## src/rtl/button_event_arbiter_if.sv

```systemverilog
// rtl/button_event_arbiter_if.sv - button event arbiter bus: button levels in, event handshake out
interface button_event_arbiter_if #(
    parameter int N_BTN  = 5,
    parameter int CODE_W = 3
);
    logic [N_BTN-1:0]  btn_db;
    logic              evt_ready;
    logic              clr_overrun;
    logic              evt_valid;
    logic [CODE_W-1:0] evt_code;
    logic              evt_repeat;
    logic              overrun;

    // Arbiter side: produces events from button levels
    modport master (
        input  btn_db,
        input  evt_ready,
        input  clr_overrun,
        output evt_valid,
        output evt_code,
        output evt_repeat,
        output overrun
    );

    // Consumer side: drives buttons/ready, receives events
    modport slave (
        output btn_db,
        output evt_ready,
        output clr_overrun,
        input  evt_valid,
        input  evt_code,
        input  evt_repeat,
        input  overrun
    );
endinterface

```

## src/rtl/button_event_arbiter.sv

```systemverilog
// rtl/button_event_arbiter.sv - round-robin button event arbiter with auto-repeat and overrun flag
module button_event_arbiter #(
    parameter int N_BTN         = 5,
    parameter int CODE_W        = 3,
    parameter int HOLD_CYCLES   = 50_000_000,
    parameter int REPEAT_CYCLES = 10_000_000
) (
    input  logic                   clk,
    input  logic                   rst,
    button_event_arbiter_if.master bus
);
    typedef enum logic {EMPTY, FULL} out_state_t;
    typedef enum logic {HOLD, REPEAT} phase_t;

    out_state_t        state;
    out_state_t        state_nxt;
    phase_t            phase;

    logic [N_BTN-1:0]  btn_q;
    logic [N_BTN-1:0]  btn_q_prev;
    logic [N_BTN-1:0]  rise;
    logic [N_BTN-1:0]  pend;
    logic [N_BTN-1:0]  rtag;
    logic [N_BTN-1:0]  pend_nxt;
    logic [N_BTN-1:0]  rtag_nxt;
    logic [31:0]       rcnt;
    logic [CODE_W-1:0] last_grant;
    logic [CODE_W-1:0] grant_idx;
    logic [CODE_W-1:0] held_idx;
    logic [CODE_W-1:0] idx_hi;
    logic [CODE_W-1:0] idx_lo;
    logic [CODE_W-1:0] code_q;
    logic              hit_hi;
    logic              hit_lo;
    logic              grant;
    logic              grant_rep;
    logic              repeat_q;
    logic              overrun_q;
    logic              overrun_set;
    logic              timer_active;
    logic              fire;

    assign rise = bus.btn_db & ~btn_q;

    // The repeat timer only runs while one single button has been steady for a full cycle
    assign timer_active = $onehot(btn_q) && (btn_q == btn_q_prev);

    assign fire = timer_active &&
                  (((phase == HOLD)   && (rcnt == 32'(HOLD_CYCLES - 1))) ||
                   ((phase == REPEAT) && (rcnt == 32'(REPEAT_CYCLES - 1))));

    // Index of the single held button (only meaningful while timer_active)
    always_comb begin
        held_idx = '0;
        for (int i = 0; i < N_BTN; i++) begin
            if (btn_q[i]) held_idx = CODE_W'(i);
        end
    end

    // Round-robin pick: lowest pending index above last_grant, else lowest pending overall
    always_comb begin
        hit_hi = 1'b0;
        hit_lo = 1'b0;
        idx_hi = '0;
        idx_lo = '0;
        for (int i = N_BTN - 1; i >= 0; i--) begin
            if (pend[i]) begin
                if (CODE_W'(i) > last_grant) begin
                    hit_hi = 1'b1;
                    idx_hi = CODE_W'(i);
                end
                hit_lo = 1'b1;
                idx_lo = CODE_W'(i);
            end
        end
        grant_idx = hit_hi ? idx_hi : idx_lo;
        grant     = ((state == EMPTY) || bus.evt_ready) && hit_lo;
    end

    // Repeat tag of the button being granted
    always_comb begin
        grant_rep = 1'b0;
        for (int i = 0; i < N_BTN; i++) begin
            if (grant_idx == CODE_W'(i)) grant_rep = rtag[i];
        end
    end

    // Pending/tag update: grant clears, a fresh press re-arms, a timer fire arms only an idle slot
    always_comb begin
        pend_nxt    = pend;
        rtag_nxt    = rtag;
        overrun_set = 1'b0;
        for (int i = 0; i < N_BTN; i++) begin
            if (grant && (grant_idx == CODE_W'(i))) pend_nxt[i] = 1'b0;
            if (rise[i]) begin
                if (pend[i] && !(grant && (grant_idx == CODE_W'(i)))) overrun_set = 1'b1;
                pend_nxt[i] = 1'b1;
                rtag_nxt[i] = 1'b0;
            end else if (fire && (held_idx == CODE_W'(i)) && !pend[i]) begin
                pend_nxt[i] = 1'b1;
                rtag_nxt[i] = 1'b1;
            end
        end
    end

    // Button level history for edge detection and steadiness check
    always_ff @(posedge clk or posedge rst) begin
        if (rst) begin
            btn_q      <= '0;
            btn_q_prev <= '0;
        end else begin
            btn_q      <= bus.btn_db;
            btn_q_prev <= btn_q;
        end
    end

    // Hold / repeat timer
    always_ff @(posedge clk or posedge rst) begin
        if (rst) begin
            rcnt  <= '0;
            phase <= HOLD;
        end else if (!timer_active) begin
            rcnt  <= '0;
            phase <= HOLD;
        end else if (fire) begin
            rcnt  <= '0;
            phase <= REPEAT;
        end else begin
            rcnt  <= rcnt + 32'd1;
        end
    end

    // Pending bits, repeat tags and sticky overrun (set wins over clear)
    always_ff @(posedge clk or posedge rst) begin
        if (rst) begin
            pend      <= '0;
            rtag      <= '0;
            overrun_q <= 1'b0;
        end else begin
            pend <= pend_nxt;
            rtag <= rtag_nxt;
            if (overrun_set) overrun_q <= 1'b1;
            else if (bus.clr_overrun) overrun_q <= 1'b0;
        end
    end

    // Round-robin pointer moves only on grant
    always_ff @(posedge clk or posedge rst) begin
        if (rst) last_grant <= CODE_W'(N_BTN - 1);
        else if (grant) last_grant <= grant_idx;
    end

    // Output register payload, held stable while the consumer stalls
    always_ff @(posedge clk or posedge rst) begin
        if (rst) begin
            code_q   <= '0;
            repeat_q <= 1'b0;
        end else if (grant) begin
            code_q   <= grant_idx;
            repeat_q <= grant_rep;
        end
    end

    // Output FSM state register
    always_ff @(posedge clk or posedge rst) begin
        if (rst) state <= EMPTY;
        else state <= state_nxt;
    end

    // Output FSM next state
    always_comb begin
        state_nxt = state;
        case (state)
            EMPTY:   if (grant) state_nxt = FULL;
            FULL:    if (grant) state_nxt = FULL;
                     else if (bus.evt_ready) state_nxt = EMPTY;
            default: state_nxt = EMPTY;
        endcase
    end

    // Output FSM outputs
    always_comb begin
        bus.evt_valid  = (state == FULL);
        bus.evt_code   = code_q;
        bus.evt_repeat = repeat_q;
        bus.overrun    = overrun_q;
    end
endmodule
```

## src/flat_wrapper.sv

```systemverilog
// flat-port wrapper written by rule: the top's interface ports become plain ports
module button_event_arbiter_flat 
#(
    parameter int N_BTN         = 5,
    parameter int CODE_W        = 3,
    parameter int HOLD_CYCLES   = 50_000_000,
    parameter int REPEAT_CYCLES = 10_000_000
)
  (clk, rst, bus_btn_db, bus_evt_ready, bus_clr_overrun, bus_evt_valid, bus_evt_code, bus_evt_repeat, bus_overrun);
  button_event_arbiter_if #(.N_BTN(N_BTN), .CODE_W(CODE_W)) bus_i ();
  input  logic clk;
  input  logic rst;
  input wire logic [$bits(bus_i.btn_db)-1:0] bus_btn_db;
  input wire logic [$bits(bus_i.evt_ready)-1:0] bus_evt_ready;
  input wire logic [$bits(bus_i.clr_overrun)-1:0] bus_clr_overrun;
  output wire logic [$bits(bus_i.evt_valid)-1:0] bus_evt_valid;
  output wire logic [$bits(bus_i.evt_code)-1:0] bus_evt_code;
  output wire logic [$bits(bus_i.evt_repeat)-1:0] bus_evt_repeat;
  output wire logic [$bits(bus_i.overrun)-1:0] bus_overrun;
  assign bus_i.btn_db = bus_btn_db;
  assign bus_i.evt_ready = bus_evt_ready;
  assign bus_i.clr_overrun = bus_clr_overrun;
  assign bus_evt_valid = bus_i.evt_valid;
  assign bus_evt_code = bus_i.evt_code;
  assign bus_evt_repeat = bus_i.evt_repeat;
  assign bus_overrun = bus_i.overrun;
  button_event_arbiter #(.N_BTN(N_BTN), .CODE_W(CODE_W), .HOLD_CYCLES(HOLD_CYCLES), .REPEAT_CYCLES(REPEAT_CYCLES)) u_core (.clk(clk), .rst(rst), .bus(bus_i));
endmodule
```

## config.mk

```make
export PLATFORM = sky130hd
export DESIGN_NAME = button_event_arbiter_flat
export DESIGN_NICKNAME = d
export VERILOG_FILES = /design/src/rtl/button_event_arbiter_if.sv /design/src/rtl/button_event_arbiter.sv /design/src/flat_wrapper.sv
export SDC_FILE = /design/constraint.sdc
export NUM_CORES = 1
export LEC_CHECK = 0
export CAP_MARGIN = 20
export CELL_PAD_IN_SITES_DETAIL_PLACEMENT = 0
export CELL_PAD_IN_SITES_GLOBAL_PLACEMENT = 2
export CORE_MARGIN = 2
export CORE_UTILIZATION = 24
export DETAILED_ROUTE_END_ITERATION = 16
export PLACE_DENSITY = 0.58
export SETUP_SLACK_MARGIN = 0.15
export SYNTH_ARGS = -nofsm -noshare
export SYNTH_HDL_FRONTEND = slang
export SYNTH_SLANG_ARGS = --single-unit
```

## constraint.sdc

```tcl
create_clock -name clk -period 3.2 [get_ports clk]
set_clock_uncertainty 0.1 [all_clocks]
set_input_delay 0.64 -clock clk [delete_from_list [all_inputs] [get_ports clk]]
set_output_delay 0.64 -clock clk [all_outputs]
set_load 0.005 [all_outputs]
```

==> results of run 1 <==
through the flow:
step / total power [µW] / hold WS [ns]
floorplan: 1230 / 0.249
global placement: 1390 / 0.330
detailed placement: 1380 / 0.354
CTS: 2390 / 0.362
global route: 2480 / 0.359
finish: 2340 / 0.335
worst min path at each step:
stage / cells past startpoint / endpoint / slack (ns)
floorplan: 0 / u_core.btn_q_prev[4]$_DFF_PP0_ / 0.25
global placement: 0 / u_core.btn_q_prev[0]$_DFF_PP0_ / 0.33
detailed placement: 1 / u_core.rcnt[0]$_DFF_PP0_ / 0.35
CTS: 1 / u_core.rcnt[0]$_DFF_PP0_ / 0.36
global route: 0 / u_core.btn_q_prev[3]$_DFF_PP0_ / 0.36
finish: 0 / u_core.btn_q_prev[3]$_DFF_PP0_ / 0.33
cell families (layout without fill, tap and decap cells):
family | after synthesis | in the layout
multiplexers | 5 | 5
buffers and inverters | 33 | 60
XOR/XNOR | 35 | 35
AO/OA/AOI/OAI | 34 | 34
AND/OR/NAND/NOR | 142 | 142
flip-flops | 60 | 60
adder cells (fa/ha/maj) | 6 | 6
cells in the mapped netlist, types with 5 or more instances:
master    instances  area share
dfrtp_1          59        0.48
xnor2_1          15       0.043
nand2_1          23       0.028
xor2_1           20       0.057
inv_1            23       0.028
nor4_1            7       0.014
nor2_1           44       0.054
nand2b_1          5       0.010
o21ai_0           6      0.0097
nand3_1          19       0.031
nor3_1            7       0.011
a21oi_1           8       0.013
nand4_1          12       0.024
power by group:
group          internal [µW]  switching, µW
logic                    209            218
clock network            638            343
registers                825            105
worst max-delay path, delay by kind of cell, from the launching register on:
kind / cells / cell delay (ns)
flops: 1 / 0.41
fa+ha+maj: 3 / 1.13
simple gates: 4 / 0.84
compound gates: 1 / 0.16
buf+inv: 2 / 0.13
sequential cells by signal, summed over array words and instances, names as in the netlist:
register,flops
u_core.bus.evt_valid,1
u_core.bus.overrun,1
u_core.rcnt,32
u_core.pend,5
u_core.bus.evt_repeat,1
u_core.btn_q,5
u_core.phase,1
u_core.bus.evt_code,3
u_core.rtag,5
u_core.btn_q_prev,5
u_core.last_grant,1
area by class of cell:
| class | count | area [µm²] | area share |
|---|---|---|---|
| clock buffers | 11 | 253 | 0.0674 |
| clock inverters | 5 | 50.0 | 0.0133 |
| repair buffers | 21 | 193 | 0.0514 |
| multi-input cells | 222 | 1450 | 0.386 |
| flip-flops and latches | 60 | 1500 | 0.401 |
| inverters | 23 | 86.3 | 0.0230 |
| well taps | 172 | 215 | 0.0574 |
layer usage:
metal,vias to the layer above,track usage
met5,-,0
met4,0,0.0407
met3,9,0.0438
met2,33,0.190
met1,1113,0.143
li1,1131,-
repair_timing:
action	4_1_cts	5_1_grt
resized for setup	0	2
endpoints found under the setup margin	0	2
endpoints found under the hold margin	0	0
hold buffers	0	0
==> results_dict.tcl, run 1 <==
set metrics [dict create \
    drive_above_1_share 0.117 \
    r2r_start "u_core.btn_q[2]$_DFF_PP0_" \
    synth_fa_ha_area_frac 0.0292 \
    ys.flop_type "dfrtp_1" \
    worst_pin_slew_ns 0.602 \
    netlist_area_um2 3090 \
    mostFrequentLayoutCells "dfrtp_1 (58), nor2_1 (44), nand2_1 (23)" \
    startpoint_type "register" \
    worstSetupEndpoint "u_core.pend[2]$_DFFE_PP0P_" \
    wl_met3_um 292 \
    ys_ff_latch 60 \
    yosys.area_share.simple 0.241 \
    synth_top_family_by_area "simple AND/OR/NAND/NOR gates" \
    port_buffers 14 \
    ir_drop_mv 0.407 \
    wl_met1_um 3390 \
    die_x_um 117 \
    clk_pin_slew_worst_paths_ns 0.05 \
    top_layer "met4" \
    post_cts_buffers 0 \
    area_growth_syn_to_layout_pct 21.5 \
    dr_wl_met2_um 3430 \
    gp_congestion 0.713 \
    critPathLaunch "u_core.btn_q[2]$_DFF_PP0_" \
    cp_slowest_cell "fa_1" \
    wl_per_cell_um 14.0 \
    status "finished, final reports clean" \
    max_slew_margin 0.595 \
    hold_viol 0 \
    post-place-ws_ns 0.310 \
    cp-end-kind "register" \
    htreeDepth 3 \
    cellLeakagePower_uw 0.00147 \
    antenna_found_initial 0 \
    ys_types 48 \
    cp_data_required_time_ns 3.36 \
    ff2ff_path_depth 10 \
    antenna_cells 0 \
    grt_max_degree 32 \
    drt_iter0_markers 92 \
    synth_nets 330 \
    hold_path_class "register to register" \
    syn_area_per_cell_um2 9.80 \
    nets 352 \
    period_share 0.890 \
    final_util 0.298 \
    muxShareOfSynthArea 0.0166 \
    synth-xor-area-share 0.0994 \
    crit_chain "inv_1 -> ha_1 -> inv_1 -> fa_1 -> fa_1 -> nand2_1 -> or4_4 -> nor4b_4 -> nand2_1 -> a2bb2oi_1" \
    synth-edff-count 0 \
    setup_ws_ns 0.352 \
    layout_min_cycle_time_ns 2.85 \
    vias_per_cell 4.45 \
    worstSetupPathType "register to register" \
    synth_compound_area_frac 0.0807 \
    min_from "u_core.btn_q[3]$_DFF_PP0_" \
    final_cell_area_um2 3750 \
    powerDensity_nw_per_um2 624 \
    num_rows 41 \
    layout_commonest_cell "dfrtp_1" \
    fmax_mhz 351 \
    start_util 0.245 \
    drc 0 \
    arrival_ns 3.01 \
    cts-root-buf "clkbuf_16" \
    async_reset_ff_frac 1.00 \
    clock_latency_ns 0.34 \
    numCtsBuffers 9 \
    reg2reg_slack_ns 0.35 \
    fin_cells 514 \
    fin_setup_tns_ns 0 \
    dp_hpwl_um 5190 \
    yosysSeqAreaShare 0.487 \
    cp_max_fo 5 \
    dpl.cell_count 498 \
    core_um2 12600 \
    die_y_um 117 \
    cap_violations 0 \
    globalRoute.totalOverflow 0 \
    ant_nets 0 \
    wl_um 7210 \
    track_usage 0.117 \
    fill_cells 1346 \
    clock_sinks 60 \
    num_vias 2286 \
    yosys_warnings 0 \
    finalSetupViolCount 0 \
    cts_max_path_buffers 2 \
    synthCells 315 \
    grt_pass1_vias 2505 \
    grt_pass1_wl_um 12700 \
    cts_tree "done" \
    rr_endpoint "u_core.pend[2]$_DFFE_PP0P_" \
    dieArea_um2 13800 \
    postPlaceCellArea_um2 3440 \
    boundaryPins 15 \
    cpPeakStageDelay_ns 0.48 \
    firstDrtPassIters 4 \
    maxSlewViolCount 0 \
    rsz0062_at_grt "no" \
]
(Power assumes the default switching activity.)
==> run 2, diff against run 1 <==
- CAP_MARGIN: 20 -> 5
- DONT_BUFFER_PORTS: unset -> 1
- PLACE_DENSITY: 0.58 -> 0.56
==> results_dict.tcl, run 2 (synthesis results as in run 1) <==
set metrics [dict create \
    drc 0 \
    worst_pin_slew_ns 0.598 \
    cp_slowest_cell "fa_1" \
    boundaryPins 15 \
    wl_per_cell_um 14.5 \
    reg2reg_slack_ns 0.32 \
    gp_congestion 0.775 \
    clock_latency_ns 0.32 \
    die_x_um 117 \
    ff2ff_path_depth 9 \
    hold_viol 0 \
    cp_top_family "adder cells" \
    drt_iter0_markers 89 \
    nets 337 \
    worstSetupPathType "register to register" \
    fill_cells 1339 \
    clock_sinks 60 \
    cellLeakagePower_uw 0.00140 \
    grt_pass1_wl_um 12600 \
    rr_endpoint "u_core.pend[2]$_DFFE_PP0P_" \
    combPwrFrac 0.157 \
    seq_power_share 0.414 \
    ir_drop_mv 0.281 \
    cp_max_fo 5 \
    fin_setup_tns_ns 0 \
    dieArea_um2 13800 \
    maxSlewViolCount 0 \
    grt_max_degree 41 \
    antenna_cells 0 \
    crit_buf_inv 1 \
    powerDensity_nw_per_um2 632 \
    clkPwrFrac 0.429 \
    clk_pin_slew_worst_paths_ns 0.05 \
    grt_pass1_vias 2373 \
    final_util 0.286 \
    startpoint_type "register" \
    cpPeakStageDelay_ns 0.48 \
    antenna_found_initial 0 \
    track_usage 0.115 \
    cts_max_path_buffers 2 \
    layout_min_cycle_time_ns 2.88 \
    largest_reg_flops 32 \
    rsz0062_at_grt "no" \
    wl_um 7220 \
    whs_ns 0.135 \
    area_growth_syn_to_layout_pct 16.3 \
    layout_commonest_cell "dfrtp_1" \
    p_switching_uw 642 \
    start_util 0.245 \
    die_y_um 117 \
    globalRoute.totalOverflow 0 \
    cap_violations 0 \
    arrival_ns 3.02 \
    power.internal_uw 1630 \
    period_share 0.900 \
    finalSetupViolCount 0 \
    cts_tree "done" \
    dp_hpwl_um 5050 \
    cp_data_required_time_ns 3.34 \
    num_rows 41 \
    num_vias 2249 \
    largest_register "u_core.rcnt" \
    htreeDepth 3 \
    fmax_mhz 347 \
    vias_per_cell 4.51 \
    cp-end-kind "register" \
    drive_above_1_share 0.107 \
    port_buffers 0 \
    hold_path_class "input pin to async pin" \
    switching_share 0.283 \
    max_slew_margin 0.597 \
    ant_nets 0 \
    firstDrtPassIters 4 \
    mostFrequentLayoutCells "dfrtp_1 (58), nor2_1 (44), nand2_1 (23)" \
    numCtsBuffers 9 \
    core_um2 12600 \
    status "finished, final reports clean" \
    cts-root-buf "clkbuf_16" \
    r2r_start "u_core.btn_q[1]$_DFF_PP0_" \
    crit_chain "ha_1 -> inv_1 -> fa_1 -> fa_1 -> nand2_1 -> or4_4 -> nor4b_2 -> nand2_1 -> a2bb2oi_1" \
]
[run 2: changes by cell type in the layout (fill, tap and decap cells not counted)]
cell             before  now
clkdlybuf4s50_1      14    0
clkbuf_1              0    4
nor4b_4               1    0
nor4b_2               1    2
clkinv_2              4    0
buf_4                 7    6
[run 2: metal layers]
metal,wire [µm],GRT usage,share of wire
met2,3380,0.183,0.47
met3,198,0.0360,0.027
met4,99,0.0407,0.014
met1,3540,0.149,0.49
met5,0,0,0
[run 2: repair_timing]
action                                  4_1_cts  5_1_grt
endpoints found under the setup margin        0        2
endpoints found under the hold margin         0        0
resized for setup                             0        1
buffers inserted                              0        1
hold buffers                                  0        0
[run 2: area by class of cell]
cell class,count,area [µm²],area share
sequential,60,1500,0.419
clock inverter,1,30.0,0.00837
clock buffer,15,268,0.0746
timing repair buffer,6,45.0,0.0126
tap,172,215,0.0600
inverter,23,86.3,0.0241
multi-input combinational,222,1440,0.401
[run 2: worst max-delay path by stage]
stage	slack (ns)	depth (start not counted)	end	from
6_report	0.32	9	u_core.pend[2]$_DFFE_PP0P_	u_core.btn_q[1]$_DFF_PP0_
2_1_floorplan	0.47	10	u_core.pend[2]$_DFFE_PP0P_	u_core.btn_q[2]$_DFF_PP0_
3_5_place_dp	0.29	10	u_core.pend[2]$_DFFE_PP0P_	u_core.btn_q[2]$_DFF_PP0_
4_1_cts	0.26	10	u_core.pend[2]$_DFFE_PP0P_	u_core.btn_q[2]$_DFF_PP0_
3_3_place_gp	0.35	10	u_core.pend[1]$_DFFE_PP0P_	u_core.btn_q[2]$_DFF_PP0_
5_1_grt	0.16	9	u_core.pend[1]$_DFFE_PP0P_	u_core.btn_q[1]$_DFF_PP0_
[run 2: power by group through the flow]
stage | Clock [µW] | Sequential (µW) | Combinational [µW]
final | 974 | 939 | 355
after global routing | 1050 | 953 | 407
after detailed placement | 0 | 951 | 354
after floorplan | 0 | 897 | 330
after CTS | 1010 | 939 | 357
after global placement | 0 | 955 | 361
[run 2: through the flow]
step           cells  area, µm²  power, µW  worst slack [ns]
6_report         499       3590       2270             0.321
5_1_grt          499       3590       2410             0.156
4_1_cts          498       3580       2300             0.260
3_5_place_dp     482       3280       1310             0.287
3_3_place_gp     482       3280       1320             0.349
2_1_floorplan    315       3090       1230             0.466
[run 2: worst reg2reg max path, delay by kind of cell, from the launching register on]
family,cells,cell delay [ns]
adder cells (fa/ha/maj),3,1.18
AND/OR/NAND/NOR,4,0.87
AO/OA/AOI/OAI,1,0.17
flip-flops,1,0.42
buffers and inverters,1,0.05
